<file path="src/rtl/adc_snap_pkg.sv">
// Shared types and constants for the quad-ADC snapshot capture controller.
package adc_snap_pkg;

  typedef enum logic [1:0] {
    IDLE    = 2'd0,
    ARMED   = 2'd1,
    CAPTURE = 2'd2,
    DONE_ST = 2'd3
  } state_t;

  localparam logic [1:0] MODE_IMM = 2'd0;
  localparam logic [1:0] MODE_EXT = 2'd1;
  localparam logic [1:0] MODE_LVL = 2'd2;

  localparam int SAMPLE_W = 10;
  localparam int CH_W     = 40;

endpackage

</file>
<file path="src/rtl/adc_lvl_trig.sv">
// Level trigger: flags any lane of a packed signed sample word that is strictly
// above the threshold. The OR result is registered.
module adc_lvl_trig
  import adc_snap_pkg::*;
#(
  parameter int LANES = 4
) (
  input  logic                       clk_div_a,
  input  logic                       rst_n,
  input  logic [LANES*SAMPLE_W-1:0]  i_data,
  input  logic signed [SAMPLE_W-1:0] i_thresh,
  output logic                       o_hit
);

  logic [LANES-1:0] w_gt;
  logic             r_hit;

  for (genvar gi = 0; gi < LANES; gi++) begin : g_lane
    assign w_gt[gi] = $signed(i_data[gi*SAMPLE_W +: SAMPLE_W]) > i_thresh;
  end

  always_ff @(posedge clk_div_a) begin
    if (!rst_n) begin
      r_hit <= 1'b0;
    end else begin
      r_hit <= |w_gt;
    end
  end

  assign o_hit = r_hit;

endmodule

</file>
<file path="src/rtl/adc_snap_ctrl.sv">
// Snapshot capture controller: on arm plus trigger, streams len consecutive
// 160-bit sample words into an external BRAM, then sets a sticky done flag.
module adc_snap_ctrl
  import adc_snap_pkg::*;
#(
  parameter int ADDR_W       = 10,
  parameter int SERDES_RATIO = 4
) (
  input  logic                             clk_div_a,
  input  logic                             rst_n,
  input  logic [SERDES_RATIO*SAMPLE_W-1:0] dataA_in,
  input  logic [SERDES_RATIO*SAMPLE_W-1:0] dataB_in,
  input  logic [SERDES_RATIO*SAMPLE_W-1:0] dataC_in,
  input  logic [SERDES_RATIO*SAMPLE_W-1:0] dataD_in,
  input  logic                             ext_trig,
  input  logic                             arm,
  input  logic                             abort,
  input  logic [ADDR_W-1:0]                cfg_len,
  input  logic [1:0]                       cfg_mode,
  input  logic signed [SAMPLE_W-1:0]       cfg_thresh,
  output logic                             bram_we,
  output logic [ADDR_W-1:0]                bram_addr,
  output logic [4*SERDES_RATIO*SAMPLE_W-1:0] bram_wdata,
  output logic                             busy,
  output logic                             done,
  output logic [15:0]                      trig_cnt
);

  localparam int W = SERDES_RATIO * SAMPLE_W;
  localparam logic [ADDR_W:0] FULL_LEN = {1'b1, {ADDR_W{1'b0}}};
  localparam logic [ADDR_W:0] ONE_LEN  = {{ADDR_W{1'b0}}, 1'b1};

  state_t                      r_state;
  logic                        r_arm_q;
  logic                        r_armed_q;
  logic                        r_ext_q;
  logic [4*W-1:0]              r_data_q;
  logic [ADDR_W:0]             r_len;
  logic [ADDR_W:0]             r_count;
  logic [1:0]                  r_mode;
  logic signed [SAMPLE_W-1:0]  r_thresh;
  logic                        r_we;
  logic [ADDR_W-1:0]           r_addr;
  logic [4*W-1:0]              r_wdata;
  logic                        r_busy;
  logic                        r_done;
  logic [15:0]                 r_trig_cnt;

  logic                        w_arm_rise;
  logic                        w_lvl_hit;
  logic                        w_trig_src;
  logic                        w_trig_q;
  logic [ADDR_W:0]             w_count_inc;
  logic [ADDR_W:0]             w_cfg_len;

  assign w_arm_rise  = arm & ~r_arm_q;
  assign w_count_inc = r_count + 1'b1;
  assign w_cfg_len   = (cfg_len == '0) ? FULL_LEN : {1'b0, cfg_len};

  adc_lvl_trig #(
    .LANES (SERDES_RATIO)
  ) u_lvl_trig (
    .clk_div_a (clk_div_a),
    .rst_n     (rst_n),
    .i_data    (dataA_in),
    .i_thresh  (r_thresh),
    .o_hit     (w_lvl_hit)
  );

  always_comb begin
    w_trig_src = 1'b1;
    case (r_mode)
      MODE_EXT: w_trig_src = r_ext_q;
      MODE_LVL: w_trig_src = w_lvl_hit;
      default:  w_trig_src = 1'b1;
    endcase
  end

  // Trigger qualifiers are only honoured for inputs sampled while ARMED, so the
  // first word written is the triggering word and never a pre-arm sample.
  assign w_trig_q = r_armed_q & w_trig_src;

  always_ff @(posedge clk_div_a) begin
    if (!rst_n) begin
      r_state    <= IDLE;
      r_arm_q    <= 1'b0;
      r_armed_q  <= 1'b0;
      r_ext_q    <= 1'b0;
      r_data_q   <= '0;
      r_len      <= '0;
      r_count    <= '0;
      r_mode     <= MODE_IMM;
      r_thresh   <= '0;
      r_we       <= 1'b0;
      r_addr     <= '0;
      r_wdata    <= '0;
      r_busy     <= 1'b0;
      r_done     <= 1'b0;
      r_trig_cnt <= '0;
    end else begin
      r_arm_q   <= arm;
      r_ext_q   <= ext_trig;
      r_data_q  <= {dataD_in, dataB_in, dataC_in, dataA_in};
      r_armed_q <= (r_state == ARMED);
      r_we      <= 1'b0;

      case (r_state)
        IDLE: begin
          if (!abort && w_arm_rise) begin
            r_len    <= w_cfg_len;
            r_mode   <= cfg_mode;
            r_thresh <= cfg_thresh;
            r_done   <= 1'b0;
            r_busy   <= 1'b1;
            r_state  <= ARMED;
          end
        end

        ARMED: begin
          if (abort) begin
            r_busy  <= 1'b0;
            r_state <= IDLE;
          end else if (w_trig_q) begin
            r_we    <= 1'b1;
            r_addr  <= '0;
            r_wdata <= r_data_q;
            r_count <= ONE_LEN;
            if (r_len == ONE_LEN) begin
              r_busy  <= 1'b0;
              r_state <= DONE_ST;
            end else begin
              r_state <= CAPTURE;
            end
          end
        end

        CAPTURE: begin
          if (abort) begin
            r_busy  <= 1'b0;
            r_state <= IDLE;
          end else begin
            r_we    <= 1'b1;
            r_addr  <= r_addr + 1'b1;
            r_wdata <= r_data_q;
            r_count <= w_count_inc;
            if (w_count_inc == r_len) begin
              r_busy  <= 1'b0;
              r_state <= DONE_ST;
            end
          end
        end

        DONE_ST: begin
          r_done     <= 1'b1;
          r_trig_cnt <= r_trig_cnt + 16'd1;
          r_state    <= IDLE;
        end

        default: r_state <= IDLE;
      endcase
    end
  end

  assign bram_we    = r_we;
  assign bram_addr  = r_addr;
  assign bram_wdata = r_wdata;
  assign busy       = r_busy;
  assign done       = r_done;
  assign trig_cnt   = r_trig_cnt;

endmodule

</file>
<file path="config.mk">
export PLATFORM = sky130hd
export DESIGN_NAME = adc_snap_ctrl
export DESIGN_NICKNAME = d
export VERILOG_FILES = /design/src/rtl/adc_snap_pkg.sv /design/src/rtl/adc_lvl_trig.sv /design/src/rtl/adc_snap_ctrl.sv
export SDC_FILE = /design/constraint.sdc
export NUM_CORES = 1
export LEC_CHECK = 0
export CAP_MARGIN = 10
export CORE_ASPECT_RATIO = 1.1
export CORE_MARGIN = 2
export CORE_UTILIZATION = 48
export CTS_CLUSTER_SIZE = 28
export DETAILED_ROUTE_END_ITERATION = 8
export GPL_TIMING_DRIVEN = 0
export PLACE_DENSITY = 0.79
export SLEW_MARGIN = 20
export SYNTH_ARGS = -nofsm -noshare
export SYNTH_HDL_FRONTEND = slang
export SYNTH_SLANG_ARGS = --single-unit
</file>
<file path="constraint.sdc">
create_clock -name clk_div_a -period 2.9 [get_ports clk_div_a]
set_input_delay 0.58 -clock clk_div_a [delete_from_list [all_inputs] [get_ports clk_div_a]]
set_output_delay 0.58 -clock clk_div_a [all_outputs]
set_load 0.02 [all_outputs]
</file>
# Word-level counts from Yosys, hierarchy flattened
# Index checks and enable logic that the tools add are counted.
[op_classes]
n_addsub = 3
n_lt_le_gt_ge = 4
eq_ne = 14
muxes = 34
bitwise = 3
reduce_logical = 13
[ops]
columns = ["cell", "n"]
rows = [
  ["160-bit 2-to-1 mux", 3],
  ["160-bit case mux with 2 select lines", 1],
  ["11-bit 2-to-1 mux", 4],
  ["10-bit > comparator", 4],
  ["10-bit 2-to-1 mux", 3],
  ["11-bit case mux with 2 select lines", 1],
  ["10-bit case mux with 2 select lines", 1],
  ["16-bit by 1-bit adder with 16-bit output (second input constant)", 1],
  ["11-bit by 1-bit adder with 11-bit output (second input constant)", 1],
  ["11-bit by 1-bit equality test with 1-bit output (second input constant)", 1],
  ["11-bit equality test", 1],
  ["1-bit 2-to-1 mux", 11],
  ["10-bit by 1-bit adder with 10-bit output (second input constant)", 1],
  ["10-bit logical NOT", 1],
  ["2-bit 2-to-1 mux", 5],
  ["2-bit != test (second input constant)", 4],
  ["2-bit case mux with 4 select lines", 1],
  ["2-bit equality test (second input constant)", 3],
  ["3-bit != test (second input constant)", 2],
  ["1-bit case mux with 2 select lines", 3],
  ["5-bit AND reduction", 1],
  ["2-bit by 1-bit equality test with 1-bit output (second input constant)", 2],
  ["2-bit AND reduction", 2],
  ["4-bit AND reduction", 1],
  ["11 further kinds", 13],
]
[totals]
regBits = 389
in_bits = 187
output_inout_bits = 189
elab_cells = 87

# Longest topological paths before layout
# Gate-level depths: netlist of run 1.
[depth]
depth_word = 6
ltp_mapped = 11
ltp_nobuf = 9

# Cells and area by module
# From an unflattened synthesis of run 1, not the netlist that was laid out.
[hier_totals]
cells_unflattened = 1549
hier_area_um2 = 14545.2
[by_module_without_submodules]
columns = ["module", "n_inst", "cells_each", "area_each_um2", "seq_area_each_um2"]
rows = [
  ["adc_snap_ctrl", 1, 1426, 13509.2, 7767.4],
  ["adc_lvl_trig", 1, 123, 1036.0, 20.0],
]

# Least setup slack after synthesis of run 1
# Ideal clock, no wire load.
[synth_timing]
path_kind = "register to register"
startpoint = "reg r_count[0]"
endpoint = "reg r_busy, in the netlist busy"
setup_ns = 0.091
arrival_ns = 2.152
required_time_ns = 2.809
slack_ns = 0.657
path_stages_with_launch = 9
path_buffers = 0
synth_period_minus_slack_ns = 2.243
cell_sequence = "dfxtp_1 ha_1 nand3_2 or3_1 a2111oi_2 o2111ai_1 o21ai_2 a21oi_1 a311oi_1"
[synth_between]
elab_chain_len = 4
[synth_lines]
columns = ["item", "line_no", "rtl"]
rows = [
  ["start: declaration", "adc_snap_ctrl.sv:39", "logic [ADDR_W:0] r_count;"],
  ["start signal: assignment", "adc_snap_ctrl.sv:145", "r_count <= w_count_inc;"],
  ["11-bit by 1-bit adder with 11-bit output", "adc_snap_ctrl.sv:57", "assign w_count_inc = r_count + 1'b1;"],
  ["11-bit equality test", "adc_snap_ctrl.sv:146", "if (w_count_inc == r_len) begin"],
  ["3-bit != test (no line)", "-", ""],
  ["5-bit AND reduction (no line)", "-", ""],
  ["end signal: assignment", "adc_snap_ctrl.sv:97", "r_busy <= 1'b0;"],
  ["end signal: assignment", "adc_snap_ctrl.sv:139", "r_busy <= 1'b0;"],
  ["end signal: assignment", "adc_snap_ctrl.sv:147", "r_busy <= 1'b0;"],
  ["end: declaration", "adc_snap_ctrl.sv:45", "logic r_busy;"],
]
# No other way between the ends.
# A chain may end at the register's enable or synchronous reset.

# Final worst setup path of run 1
[layout_timing]
startpoint = "reg r_state[0]"
endpoint = "reg r_wdata[80], in the netlist bram_wdata[80]"
[layout_between]
elab_chain_len = 3
word_cells_on_any_way = 8
classes_between = "eq/ne (5); mux (1); reduce/logical (2)"
[layout_lines]
columns = ["item", "line_no", "rtl"]
rows = [
  ["start: declaration", "adc_snap_ctrl.sv:33", "state_t r_state;"],
  ["start signal: assignment", "adc_snap_ctrl.sv:85", "r_state <= IDLE;"],
  ["start signal: assignment", "adc_snap_ctrl.sv:115", "r_state <= ARMED;"],
  ["start signal: assignment", "adc_snap_ctrl.sv:122", "r_state <= IDLE;"],
  ["2-bit by 1-bit equality test with 1-bit output or 2-bit equality test (tied branches)", "adc_snap_ctrl.sv:107", "case (r_state)"],
  ["2-bit != test (no line) or 2-bit nonzero test (tied branches)", "-", ""],
  ["4-bit AND reduction (no line)", "-", ""],
  ["end signal: assignment", "adc_snap_ctrl.sv:126", "r_wdata <= r_data_q;"],
  ["end signal: assignment", "adc_snap_ctrl.sv:144", "r_wdata <= r_data_q;"],
  ["end: declaration", "adc_snap_ctrl.sv:44", "logic [4*W-1:0] r_wdata;"],
]
# Parallel ways exist; a longest one is shown, timed or not.

==> results of run 1 <==
area by class of cell:
class	instances	area share
Multi-Input combinational cell	1042	0.289
Clock buffer	53	0.0558
Timing Repair Buffer	374	0.194
Sequential cell	389	0.403
Clock inverter	16	0.00861
Buffer	91	0.0199
Antenna cell	6	0.000777
Inverter	26	0.00505
Tap cell	368	0.0238
layout by cell type (no fill, tap or decap), types with 18 or more instances in the layout:
master             n
inv_1             26
xor2_1            23
clkbuf_1          72
nand2_1          386
and2_1           159
clkdlybuf4s50_1  374
o21ai_0           24
clkbuf_16         39
a21oi_1          211
ha_1              50
nand3_1           18
dfxtp_1          389
nor2_1            57
sequential cells by signal (all words and copies together), names as in the netlist:
register / flops
bram_wdata: 160
r_data_q: 160
trig_cnt: 16
r_count: 11
r_len: 11
bram_addr: 10
r_thresh: 10
r_mode: 2
r_state: 2
bram_we: 1
busy: 1
done: 1
r_arm_q: 1
r_armed_q: 1
r_ext_q: 1
u_lvl_trig.o_hit: 1
final timing paths:
| kind | to | slack (ns) |
|---|---|---|
| worst max-delay path | bram_wdata[80] | 0.11 |
| worst min-delay path | bram_we | 0.29 |
| worst max register to register | bram_wdata[80] | 0.11 |
| worst min register to register | bram_wdata[101] | 0.43 |
repair_timing:
action,CTS,global route
buffers inserted,0,0
gates resized for setup,4,34
setup endpoints to repair,120,120
report_power, final:
part           leakage [nW]  internal (mW)  switching (mW)
logic                  3.26          0.474           0.464
clock network         0.622           2.88            2.04
registers              3.18           5.52          0.0683
total                  7.06           8.87            2.57
routing by layer:
metal | routed length [um] | GRT usage | vias to the layer above
met1 | 15900 | 0.295 | 5574
met3 | 2160 | 0.0464 | 89
li1 | - | - | 5884
met4 | 1590 | 0.108 | 0
met2 | 19900 | 0.455 | 383
met5 | 0 | 0 | -
cell families after synthesis:
| kind of cell | count (synthesis) |
|---|---|
| and+or+nand+nor | 688 |
| buffers and inverters | 117 |
| adders and majority gates | 50 |
| AOI/OAI and AO/OA | 269 |
| DFF | 389 |
| xor gates and xnor gates | 33 |
| muxes | 2 |
metrics by stage:
step | setup WS, ns | instance area (um2) | power (mW) | hold WS [ns] | TNS [ns]
3_5_place_dp | -0.383 | 18000 | 6.63 | 0.425 | -40.90
6_report | 0.112 | 19300 | 11.4 | 0.287 | 0
5_1_grt | -0.108 | 19300 | 11.9 | 0.284 | -4.11
2_1_floorplan | 0.657 | 13800 | 6.14 | 0.417 | 0
4_1_cts | 0.00931 | 19300 | 11.5 | 0.264 | 0
3_3_place_gp | -0.332 | 18000 | 6.60 | 0.419 | -36.79
==> flow_summary.json, run 1 <==
{
  "run_status": "complete, no violations",
  "fin_crit_sh": 0.961,
  "path_max_fanout": 10,
  "crit_buf_inv": 5,
  "avgViaCountPerCell": 5.04,
  "synth_adder_area_share": 0.0453,
  "syn_area_per_cell_um2": 8.93,
  "synth_compound_area_frac": 0.105,
  "wl_per_cell_um": 16.7,
  "grt_max_degree": 15,
  "ys_seq_area_frac": 0.563,
  "numCtsBuffers": 39,
  "async_reset_ff_frac": 0,
  "start_util": 0.484,
  "ir_worst_vdd_uv": 467,
  "fmax_mhz": 359,
  "synth_top_family_by_area": "simple AND/OR/NAND/NOR gates",
  "die_w_um": 166,
  "synth_edf_count": 0,
  "globalplace.congestion": 0.880,
  "io-pin-count": 376,
  "synth.yosys.warnings": 0,
  "synth_seq_cells": 389,
  "synth_mux_area_frac": 0.00145,
  "crit_slowest_cell": "clkbuf_1",
  "required_ns": 3.34,
  "path_clk_slew_ns": 0.06,
  "yosys.area_share.xor_xnor": 0.0209,
  "numClockSinks": 389,
  "hold_start": "abort",
  "drive_gt1_frac": 0.0452,
  "antenna_found_initial": 6,
  "slew_viol_final": 0,
  "htreeDepth": 2,
  "power_density_nw_per_um2": 592,
  "regToRegStartpoint": "r_state[0]",
  "hold_depth": 2,
  "p_leak_nw": 7.06,
  "hold_viol": 0,
  "clock_latency_ns": 0.52,
  "multiInputGateArea_um2": 5580,
  "fin_util": 0.677,
  "clk_path_buf_depth": 3,
  "synthTopCellsByCount": "389 x dfxtp_1, 386 x nand2_1, 211 x a21oi_1",
  "dp_hpwl_um": 29500,
  "portBuffers": 374,
  "tightestPinTransition_ns": 0.794,
  "maxCapViolations": 0,
  "netlist_area_um2": 13800,
  "grt-ovfl-total": 0,
  "drt-total-wl_um": 39600,
  "synth_area_leader_cell": "dfxtp_1",
  "drc_errors": 0,
  "cts_tree": "done",
  "rsz0062_at_grt": "yes",
  "ys.flop_type": "dfxtp_1",
  "hold_buffers": 0,
  "synth.most_common_cell": "dfxtp_1",
  "setup_viol": 0,
  "synthCells": 1548,
  "min_path_type": "in2reg",
  "relSlewSlack": 0.465,
  "r2r.worst_path.cells": 10,
  "vias": 11900,
  "synth_top_area_share": 0.563,
  "rows": 65,
  "placedCellCount": 2290,
  "grt_pass1_vias": 11600,
  "skew_ns": 0.00948,
  "drtIter0Drc": 584,
  "slowest_delay_ns": 0.40,
  "dieArea_um2": 30200,
  "seq_area_um2": 7790,
  "critPathTopFamily": "buffers and inverters",
  "layout.cells.non_filler": 2365,
  "worstSetupStartpoint": "r_state[0]",
  "post-route-min-period_ns": 2.79,
  "crit_chain": "inv_1 -> ha_1 -> clkbuf_1 -> nand2_1 -> a21oi_1 -> clkbuf_2 -> clkbuf_2 -> clkbuf_1 -> nand2_1 -> a21oi_1",
  "fill_cells": 2294,
  "grt_usage": 0.253,
  "yosys.area_share.simple": 0.231,
  "synth_cell_types": 50,
  "drt_first_pass_iters": 6,
  "fp.dieH_um": 182,
  "clockRootBuffer": "clkbuf_16",
  "core_area_um2": 28500,
  "end_kind": "flop",
  "crit_cells": 10,
  "critical_path_class": "reg2reg",
  "grt_pass1_wl_um": 61400,
  "ant_nets": 0,
  "startpoint_type": "flop",
  "synthesis.nets": 1785,
  "arrival_ns": 3.23,
  "fin_nets": 2200,
  "ys_top_cells_by_area": "dfxtp_1 56%, nand2_1 10%, a21oi_1 7.6%, and2_1 7.2%, ha_1 4.5%",
  "syn_to_final_growth_pct": 39.8
}
Power figures use the tool's default switching activity.
==> run 2, diff against run 1 <==
--- a/config.mk
+++ b/config.mk
@@ -12,6 +12,7 @@
 export CTS_CLUSTER_SIZE = 28
 export DETAILED_ROUTE_END_ITERATION = 8
 export GPL_TIMING_DRIVEN = 0
+export MAX_ROUTING_LAYER = met4
 export PLACE_DENSITY = 0.79
 export SLEW_MARGIN = 20
 export SYNTH_ARGS = -nofsm -noshare
==> run 2 against run 1 <==
Sequential cell count unchanged; critical path depth unchanged; sequential power about the same; setup slack improved by 0.0091 ns; routed wire length rose by 0.23%; die area is the same; clock power hardly changed; sequential share of layout area stayed put; final cell count unchanged; combinational power barely moved; critical endpoint unchanged; largest power group unchanged; highest routed layer unchanged.
==> flow_summary.json, run 2 (synthesized netlist as in run 1, its figures left out) <==
{
  "cts_tree": "done",
  "skew_ns": 0.0121,
  "drt-total-wl_um": 39700,
  "critical_path_class": "reg2reg",
  "crit_cells": 10,
  "fill_cells": 2294,
  "end_kind": "flop",
  "path_clk_slew_ns": 0.06,
  "r2r.worst_path.cells": 10,
  "fin_nets": 2200,
  "timing.rr.end": "bram_wdata[80]",
  "layout.cells.non_filler": 2365,
  "hold_viol": 0,
  "syn_to_final_growth_pct": 39.8,
  "p_seq_frac": 0.488,
  "r2r_slack_ns": 0.12,
  "numCtsBuffers": 39,
  "setup_viol": 0,
  "drc_errors": 0,
  "grt_usage": 0.261,
  "portBuffers": 374,
  "path_max_fanout": 10,
  "crit_buf_inv": 5,
  "fin_util": 0.677,
  "multiInputGateArea_um2": 5580,
  "worstSetupStartpoint": "r_state[0]",
  "ant_nets": 0,
  "ir_worst_vdd_uv": 464,
  "grt_pass1_vias": 11600,
  "io-pin-count": 376,
  "dp_hpwl_um": 29500,
  "core_area_um2": 28500,
  "numClockSinks": 389,
  "p_leak_nw": 7.06,
  "clk_path_buf_depth": 3,
  "critPathTopFamily": "buffers and inverters",
  "power_frac_comb": 0.082,
  "min_path_type": "in2reg",
  "dieArea_um2": 30200,
  "power_density_nw_per_um2": 593,
  "regToRegStartpoint": "r_state[0]",
  "final_common_cell": "dfxtp_1",
  "switchingPower_mw": 2.57,
  "relSlewSlack": 0.465,
  "final_cell_mix": "389 x dfxtp_1, 386 x nand2_1, 374 x clkdlybuf4s50_1, 211 x a21oi_1, 159 x and2_1",
  "startpoint_type": "flop",
  "arrival_ns": 3.21,
  "start_util": 0.484,
  "clkPwrFrac": 0.430,
  "slew_viol_final": 0,
  "fin_crit_sh": 0.958,
  "fp.dieH_um": 182,
  "grt_pass1_wl_um": 61500,
  "slowest_delay_ns": 0.40,
  "cts_setup_buffers": 0,
  "vias": 11900,
  "post-route-min-period_ns": 2.78,
  "clockRootBuffer": "clkbuf_16",
  "drt_first_pass_iters": 5,
  "worst_slack_ns": 0.121,
  "crit_end": "bram_wdata[80]",
  "tightestPinTransition_ns": 0.794,
  "globalplace.congestion": 0.895,
  "placedCellCount": 2290,
  "htreeDepth": 2,
  "whs_ns": 0.287,
  "grt-ovfl-total": 0,
  "required_ns": 3.33,
  "run_status": "complete, no violations",
  "fmax_mhz": 360,
  "power_mw": 11.4,
  "die_w_um": 166,
  "grt_max_degree": 15,
  "antenna_found_initial": 6,
  "dp_slack_ns": -0.383,
  "switching_share": 0.225,
  "drtIter0Drc": 588,
  "wl_per_cell_um": 16.8,
  "drive_gt1_frac": 0.0452,
  "maxCapViolations": 0,
  "intPower_mw": 8.87,
  "avgViaCountPerCell": 5.03,
  "rsz0062_at_grt": "yes",
  "seq_area_um2": 7790,
  "rows": 65,
  "clock_latency_ns": 0.52,
  "crit_chain": "inv_1 -> ha_1 -> clkbuf_1 -> nand2_1 -> a21oi_1 -> clkbuf_2 -> clkbuf_2 -> clkbuf_1 -> nand2_1 -> a21oi_1",
  "crit_slowest_cell": "clkbuf_1"
}
## run 2: cell counts in the layout (fill, tap and decap cells not counted)
Identical to the previous run, type by type.
## run 2: worst min path at each step
| stage | startpoint | to | slack [ns] | cells after the start |
|---|---|---|---|---|
| 2_1_floorplan | r_data_q[0] | bram_wdata[0] | 0.42 | 2 |
| 3_3_place_gp | r_data_q[72] | bram_wdata[72] | 0.42 | 2 |
| 3_5_place_dp | r_data_q[130] | bram_wdata[130] | 0.43 | 2 |
| 4_1_cts | abort | bram_we | 0.26 | 2 |
| 5_1_grt | abort | bram_we | 0.28 | 2 |
| 6_report | abort | bram_we | 0.29 | 2 |
## run 2: power by group through the flow
stage	Sequential (mW)	Clock [mW]	Combinational, mW
after floorplan	5.72	0	0.427
after global placement	5.69	0	0.906
after detailed placement	5.70	0	0.928
after CTS	5.58	5.00	0.938
after global routing	5.60	5.23	1.03
final	5.58	4.92	0.939
## run 2: repair_timing
action,in CTS,in global routing
cloned,0,0
hold buffers,0,0
gates resized for setup,4,34
endpoints found under the setup margin,120,120
## run 2: per-layer routing
| metal | share of wire | global-route usage | up-vias |
|---|---|---|---|
| met1 | 0.41 | 0.298 | 5543 |
| met2 | 0.50 | 0.454 | 371 |
| li1 | - | - | 5895 |
| met3 | 0.054 | 0.0466 | 90 |
| met5 | 0 | - | - |
| met4 | 0.038 | 0.108 | 0 |
## run 2: worst register-to-register path: stages (launching register included)
cell and delay (ns):
dfxtp_1 0.34, inv_1 0.12, ha_1 0.15, clkbuf_1 0.37
nand2_1 0.15, a21oi_1 0.22, clkbuf_2 0.31, clkbuf_2 0.34
clkbuf_1 0.40, nand2_1 0.12, a21oi_1 0.17
## run 2: final cells by class
type,count,area share
multi-input cells,1042,0.289
clock buffers,53,0.0558
well taps,368,0.0238
flip-flops and latches,389,0.403
clock inverters,16,0.00861
diodes,6,0.000777
inverters,26,0.00505
repair buffers,374,0.194
plain buffers,91,0.0199
## run 2: through the flow
| step | TNS (ns) | instance area [um2] |
|---|---|---|
| 6_report | 0 | 19300 |
| 2_1_floorplan | 0 | 13800 |
| 3_5_place_dp | -40.90 | 18000 |
| 3_3_place_gp | -36.79 | 18000 |
| 5_1_grt | -4.20 | 19300 |
| 4_1_cts | 0 | 19300 |
